==> src/rtl/jtag_ir_driver.sv <==
// JTAG initiator that loads one IR_LEN-bit instruction through Shift-IR and returns the captured IR bits.
// Define JTAG_IR_DRIVER_TLR_EN to force the target through Test-Logic-Reset before every operation.
module jtag_ir_driver #(
  parameter int unsigned IR_LEN  = 4,
  parameter int unsigned TCK_DIV = 2
) (
  input  logic              Clock,
  input  logic              ResetN,
  input  logic              Start,
  input  logic [IR_LEN-1:0] Instr,
  output logic              Busy,
  output logic              Done,
  output logic [IR_LEN-1:0] Captured,
  output logic              TCK,
  output logic              TMS,
  output logic              TDI,
  input  logic              TDO
);

  localparam int unsigned CW = $clog2(IR_LEN + 6);
  localparam int unsigned DW = (TCK_DIV > 1) ? $clog2(TCK_DIV) : 1;

`ifdef JTAG_IR_DRIVER_TLR_EN
  typedef enum logic [2:0] {IDLE, TLR, HDR, SHIFT, TRL} state_t;
`else
  typedef enum logic [1:0] {IDLE, HDR, SHIFT, TRL} state_t;
`endif

  state_t            state;
  logic [CW-1:0]     cnt;
  logic [DW-1:0]     div_cnt;
  logic [IR_LEN-1:0] instr_sr;
  logic [IR_LEN-1:0] shadow;

  always_ff @(posedge Clock) begin
    if (!ResetN) begin
      state    <= IDLE;
      cnt      <= '0;
      div_cnt  <= '0;
      instr_sr <= '0;
      shadow   <= '0;
      Busy     <= 1'b0;
      Done     <= 1'b0;
      Captured <= '0;
      TCK      <= 1'b0;
      TMS      <= 1'b0;
      TDI      <= 1'b0;
    end else begin
      Done <= 1'b0;
      if (state == IDLE) begin
        TCK <= 1'b0;
        TMS <= 1'b0;
        TDI <= 1'b0;
        if (Start && !Busy) begin
          instr_sr <= Instr;
          div_cnt  <= '0;
          cnt      <= '0;
          Busy     <= 1'b1;
          TMS      <= 1'b1;
`ifdef JTAG_IR_DRIVER_TLR_EN
          state    <= TLR;
`else
          state    <= HDR;
`endif
        end
      end else if (div_cnt != DW'(TCK_DIV - 1)) begin
        div_cnt <= div_cnt + 1'b1;
      end else begin
        div_cnt <= '0;
        if (!TCK) begin
          TCK <= 1'b1;
          // TDO is sampled as TCK rises; the target last changed it on the previous fall.
          if (state == SHIFT) shadow <= {TDO, shadow[IR_LEN-1:1]};
        end else begin
          // Falling edge: set TMS/TDI for the next rising edge, or finish.
          TCK <= 1'b0;
          cnt <= cnt + 1'b1;
          case (state)
`ifdef JTAG_IR_DRIVER_TLR_EN
            TLR: begin
              if (cnt == CW'(5)) begin
                state <= HDR;
                cnt   <= '0;
                TMS   <= 1'b1;
              end else begin
                TMS <= (cnt < CW'(4));
              end
            end
`endif
            HDR: begin
              if (cnt == CW'(3)) begin
                state <= SHIFT;
                cnt   <= '0;
                TMS   <= 1'b0;
                TDI   <= instr_sr[0];
              end else begin
                TMS <= (cnt == '0);
              end
            end
            SHIFT: begin
              if (cnt == CW'(IR_LEN - 1)) begin
                state <= TRL;
                cnt   <= '0;
                TMS   <= 1'b1;
                TDI   <= 1'b0;
              end else begin
                instr_sr <= instr_sr >> 1;
                TDI      <= instr_sr[1];
                TMS      <= (cnt == CW'(IR_LEN - 2));
              end
            end
            TRL: begin
              TMS <= 1'b0;
              if (cnt == CW'(1)) begin
                state    <= IDLE;
                cnt      <= '0;
                Busy     <= 1'b0;
                Done     <= 1'b1;
                Captured <= shadow;
                TDI      <= 1'b0;
              end
            end
            default: state <= IDLE;
          endcase
        end
      end
    end
  end

endmodule

==> config.mk <==
export PLATFORM = sky130hd
export DESIGN_NAME = jtag_ir_driver
export DESIGN_NICKNAME = d
export VERILOG_FILES = /design/src/rtl/jtag_ir_driver.sv
export SDC_FILE = /design/constraint.sdc
export NUM_CORES = 1
export LEC_CHECK = 0
export ABC_AREA = 0
export CELL_PAD_IN_SITES_DETAIL_PLACEMENT = 1
export CELL_PAD_IN_SITES_GLOBAL_PLACEMENT = 2
export CORE_ASPECT_RATIO = 0.7
export CORE_MARGIN = 5
export CORE_UTILIZATION = 35
export DETAILED_ROUTE_END_ITERATION = 7
export PLACE_DENSITY_LB_ADDON = 0.08
export SLEW_MARGIN = 20
export SYNTH_ARGS = -nofsm -noshare
export SYNTH_HDL_FRONTEND = slang
export SYNTH_SLANG_ARGS = --single-unit
==> constraint.sdc <==
create_clock -name Clock -period 3.6 [get_ports Clock]
set_input_delay 0.9 -clock Clock [delete_from_list [all_inputs] [get_ports Clock]]
set_output_delay 0.9 -clock Clock [all_outputs]
set_load 0.1 [all_outputs]
==> summary by stage <==
Finish
The area growth from synthesis to layout is 16.45%. The antenna diode count is 0. The post-route netlist has 9.868% of its cells at a drive strength greater than 1.

The final net count is 171. The number of fill cells is 435.

STA
The worst path needs 2.619 ns of the cycle, external delays included. After layout, the worst setup slack is 0.9812 ns. The final number of hold-violating endpoints is 0. Setup violations remaining at the end of the flow were counted as 0. After routing, the total negative slack on setup checks comes to 0 ns. Based on the critical path, the design can be clocked at up to 381.9 MHz. The number of slew-limit violations in the final report is 0. On the final layout, the worst hold slack is 0.4896 ns. At the pin with the least slew margin, the transition time is 0.9647 ns. In this run the tightest slew margin relative to its limit is 35.49%. Setup repair after global routing left no endpoint under its margin. Across the routed clock network, the largest skew measured is 0.001635 ns. The final period utilization is 72.74%.

Routing
In this run, the number of DRC markers left after iteration 0 of detailed routing was 38. The detailed-route vias per instance is 5.119. After detailed routing, the number of remaining DRC violations is 0. The remaining antenna violation count is 0.

After detailed routing, the average wire length per cell comes to 15.48 um. The final routed wirelength across all metal layers is 3127 um. Detailed routing inserted a total of 1,034 vias. The number of search-and-repair iterations in the first detailed-routing pass is 5.

Power
The clock network power share is 17.6%. The worst vdd rail ir drop is 0.2022 mV. Power spread over the standard cell area amounts to 589.6 nW/um^2.

In this run switching power makes up 41.64% of total power. The internal portion of total power is 0.0005088 W. The sequential share of power is 38.7%.

Summed over all nets, the switching power comes to 0.0003631 W. Per report_power, the combinational group accounts for 43.8% of the total. The leakage power is 0.6215 nW.

Global route
For this run the aggregate overflow at the end of global routing stands at 0. The total routing usage reported by global routing is 13.86%. Entering global routing, the biggest net connects 19 pins. The number of antenna violations at the first check in global routing was 0.

The first-pass GRT wire length is 5154 um. The via count of the first global-routing pass came to 1,081.

Placement
The worst slack after detailed placement is 1.048 ns. Port buffering added 16 buffers. The detailed placer's ending HPWL is 2437 um. At the end of routability-driven placement, the weighted congestion stood at 0.7606.

Critical path
The worst register-to-register path ends at Captured[1]$_SDFFE_PN0P_. The signal on the critical path passes through clkdlybuf4s50_1. The startpoint type of the worst setup path is a register. The depth of the most critical reg-to-reg path is 6. The worst setup slack for register-to-register paths is 1.29 ns. The worst setup path is of the reg -> out kind. The cell class contributing the biggest share of worst-path delay is buffers and inverters. The count of buffering cells on the critical path with inverters included is 1. The slowest cell on the critical path is sky130_fd_sc_hd__clkdlybuf4s50_1.

The kind of capture point of the worst setup path is a primary output. Of all nets on the critical path, the largest fanout is 2. In this run the number of cells on the critical path is 1. Tracing the worst setup path back leads to its startpoint at Captured[2]$_SDFFE_PN0P_. Following the worst setup path forward leads to its endpoint at Captured[2]. Data on the critical path is required at its endpoint by 2.70 ns. Data on the critical path arrives at its endpoint at 1.72 ns.

The worst register-to-register path begins at state[1]$_SDFFE_PN0P_. The maximum single-stage delay on the critical path is 1.13 ns.

Synthesis
Ranked by total cell area, the synthesized netlist is headed by sky130_fd_sc_hd__dfxtp_1 (38%), sky130_fd_sc_hd__mux2i_1 (12%), sky130_fd_sc_hd__ha_1 (8.9%). Dividing the synthesized area by the synthesized cell count gives 9.136 um^2. After synthesis, flip-flops and latches occupy 37.83% of the total area. In this run the biggest area consumer among cell types represents 37.83% of the synthesized area. The warning count from the yosys run is 0. Synthesis handed over a netlist of 139 instances. The synthesized area is 1270 um^2. The count of flip-flops with a built-in enable after synthesis is 0. The async set-reset flop share out of synthesis is 0%. The main flop type after synthesis is sky130_fd_sc_hd__dfxtp_1. The number of nets handed over by synthesis was 156. The biggest area contributor in the post-synthesis netlist is sky130_fd_sc_hd__dfxtp_1. In this run, synthesis produced a sequential element count of 24.

The count of distinct cell types in the synthesized netlist is 37.

Clock tree
TritonCTS built the clock tree. The root buffer cell is sky130_fd_sc_hd__clkbuf_8. The count of H-tree levels built during CTS is 1. The clock latency at the later pin of the worst-skew pair is 0.26 ns. Buffers added to address setup during post-CTS repair amount to 0. After clock tree synthesis, the flow added hold-fix buffers numbering 0. Clock tree synthesis found a total of 24 sinks. Gates resized during post-CTS repair numbered 0. The maximum clock insertion buffer count is 2. The number of buffers inserted during clock tree synthesis is 3. After clock tree synthesis, the clock-pin slew on the worst setup and hold paths is 0.08 ns.

Die
The floorplan row count is 18. The initial utilization of the core area, before any placement, comes to 36.15%. The area enclosed by the die boundary is 4952 um^2. For this design the top-level I/O count stands at 17. The overall die width is 82.00 um. The area of the core region is 3513 um^2. In this run the vertical extent of the chip is 60.40 um.

Outcome
The flow ran to the end, and the final reports show no timing, DRC or antenna violations.

Min path
In this run the worst hold path is classified as reg -> reg.

Job
The number of violations of the max-capacitance limit is 0.
[cell usage after synthesis, types with 2 or more instances]
master,count
sky130_fd_sc_hd__nand3_1,6
sky130_fd_sc_hd__or3_1,3
sky130_fd_sc_hd__ha_1,9
sky130_fd_sc_hd__nor2_1,17
sky130_fd_sc_hd__mux2i_1,15
sky130_fd_sc_hd__buf_6,2
sky130_fd_sc_hd__nand2b_1,2
sky130_fd_sc_hd__nand4_1,2
sky130_fd_sc_hd__a21oi_1,7
sky130_fd_sc_hd__o211ai_1,3
sky130_fd_sc_hd__inv_1,8
sky130_fd_sc_hd__clkbuf_1,3
sky130_fd_sc_hd__nand2_1,9
sky130_fd_sc_hd__o21ai_0,7
sky130_fd_sc_hd__dfxtp_1,24
[logic make-up (layout without fill, tap and decap cells)]
| group | count (synthesis) | after routing | synth area share, % |
|---|---|---|---|
| adders and majority gates | 9 | 9 | 8.867 |
| DFF | 24 | 24 | 37.83 |
| AOI/OAI and AO/OA | 29 | 29 | 15.76 |
| buffers and inverters | 16 | 29 | 6.206 |
| xor gates and xnor gates | 1 | 1 | 0.6898 |
| and+or+nand+nor | 45 | 45 | 18.82 |
| muxes | 15 | 15 | 11.82 |
[cell usage in the layout, fill, tap and decap left out, types with 2 or more instances in the layout]
cell type                         Yosys  final
sky130_fd_sc_hd__a21oi_1              7      7
sky130_fd_sc_hd__buf_4                0      8
sky130_fd_sc_hd__clkbuf_8             0      3
sky130_fd_sc_hd__clkdlybuf4s50_1      0      9
sky130_fd_sc_hd__dfxtp_1             24     24
sky130_fd_sc_hd__ha_1                 9      9
sky130_fd_sc_hd__inv_1                8      8
sky130_fd_sc_hd__mux2i_1             15     15
sky130_fd_sc_hd__nand2_1              9      9
sky130_fd_sc_hd__nand2b_1             2      2
sky130_fd_sc_hd__nand3_1              6      6
sky130_fd_sc_hd__nand4_1              2      2
sky130_fd_sc_hd__nor2_1              17     17
sky130_fd_sc_hd__o211ai_1             3      3
sky130_fd_sc_hd__o21ai_0              7      7
sky130_fd_sc_hd__or3_1                3      3
[power by group through the flow]
| stage | clock, W | combinational, W | sequential (W) |
|---|---|---|---|
| 4_1_cts | 0.000162 | 0.000384 | 0.000337 |
| 3_5_place_dp | 0 | 0.000382 | 0.000344 |
| 2_1_floorplan | 0 | 0.000247 | 0.000398 |
| 3_3_place_gp | 0 | 0.000377 | 0.000342 |
| 5_1_grt | 0.000169 | 0.000418 | 0.000343 |
| 6_report | 0.000153 | 0.000382 | 0.000337 |
[layout make-up]
class                           count  area [um^2]  area share, %
Multi-Input combinational cell     99        710.7          48.05
Sequential cell                    24        480.5          32.49
Timing Repair Buffer               17        150.1          10.15
Tap cell                           50        62.56          4.230
Clock buffer                        3        41.29          2.792
Inverter                            9        33.78          2.284
[worst min path at each step]
stage,startpoint,endpoint,slack [ns],depth (start not counted)
2_1_floorplan,instr_sr[2]$_SDFFE_PN0P_,instr_sr[2]$_SDFFE_PN0P_,0.45,2
6_report,instr_sr[0]$_SDFFE_PN0P_,instr_sr[0]$_SDFFE_PN0P_,0.49,2
3_3_place_gp,instr_sr[2]$_SDFFE_PN0P_,instr_sr[2]$_SDFFE_PN0P_,0.46,2
3_5_place_dp,shadow[0]$_SDFFE_PN0P_,Captured[0]$_SDFFE_PN0P_,0.48,2
5_1_grt,instr_sr[0]$_SDFFE_PN0P_,instr_sr[0]$_SDFFE_PN0P_,0.53,2
4_1_cts,instr_sr[1]$_SDFFE_PN0P_,instr_sr[1]$_SDFFE_PN0P_,0.50,2
[state kept, by name (all words and copies together) (netlist names), 2 cells and up]
name      cells
Captured      4
cnt           4
instr_sr      4
shadow        4
state         2
[stage by stage]
stage,instance area [um^2],std cells,util (%),power (W)
after global placement,1438,199,40.92,0.0007186
after floorplan,1270,139,-,0.0006454
after CTS,1479,202,42.09,0.0008834
after detailed placement,1438,199,40.92,0.0007265
after global routing,1479,202,42.09,0.0009302
final,1479,202,42.09,0.0008719
[routing by layer]
metal / vias to the layer above / track usage [%] / share of wire (%)
met5: - / 0 / 0
met4: 0 / 2.133 / 0.26
met3: 2 / 3.561 / 4.2
met2: 17 / 21.29 / 43
met1: 497 / 20.04 / 52
li1: 518 / - / -
[tightest hold or removal path, delay by kind of cell (launching register included)]
kind	cells	cell delay (ns)
flops	1	0.31
compound gates	2	0.13
(Power assumes the default switching activity.)
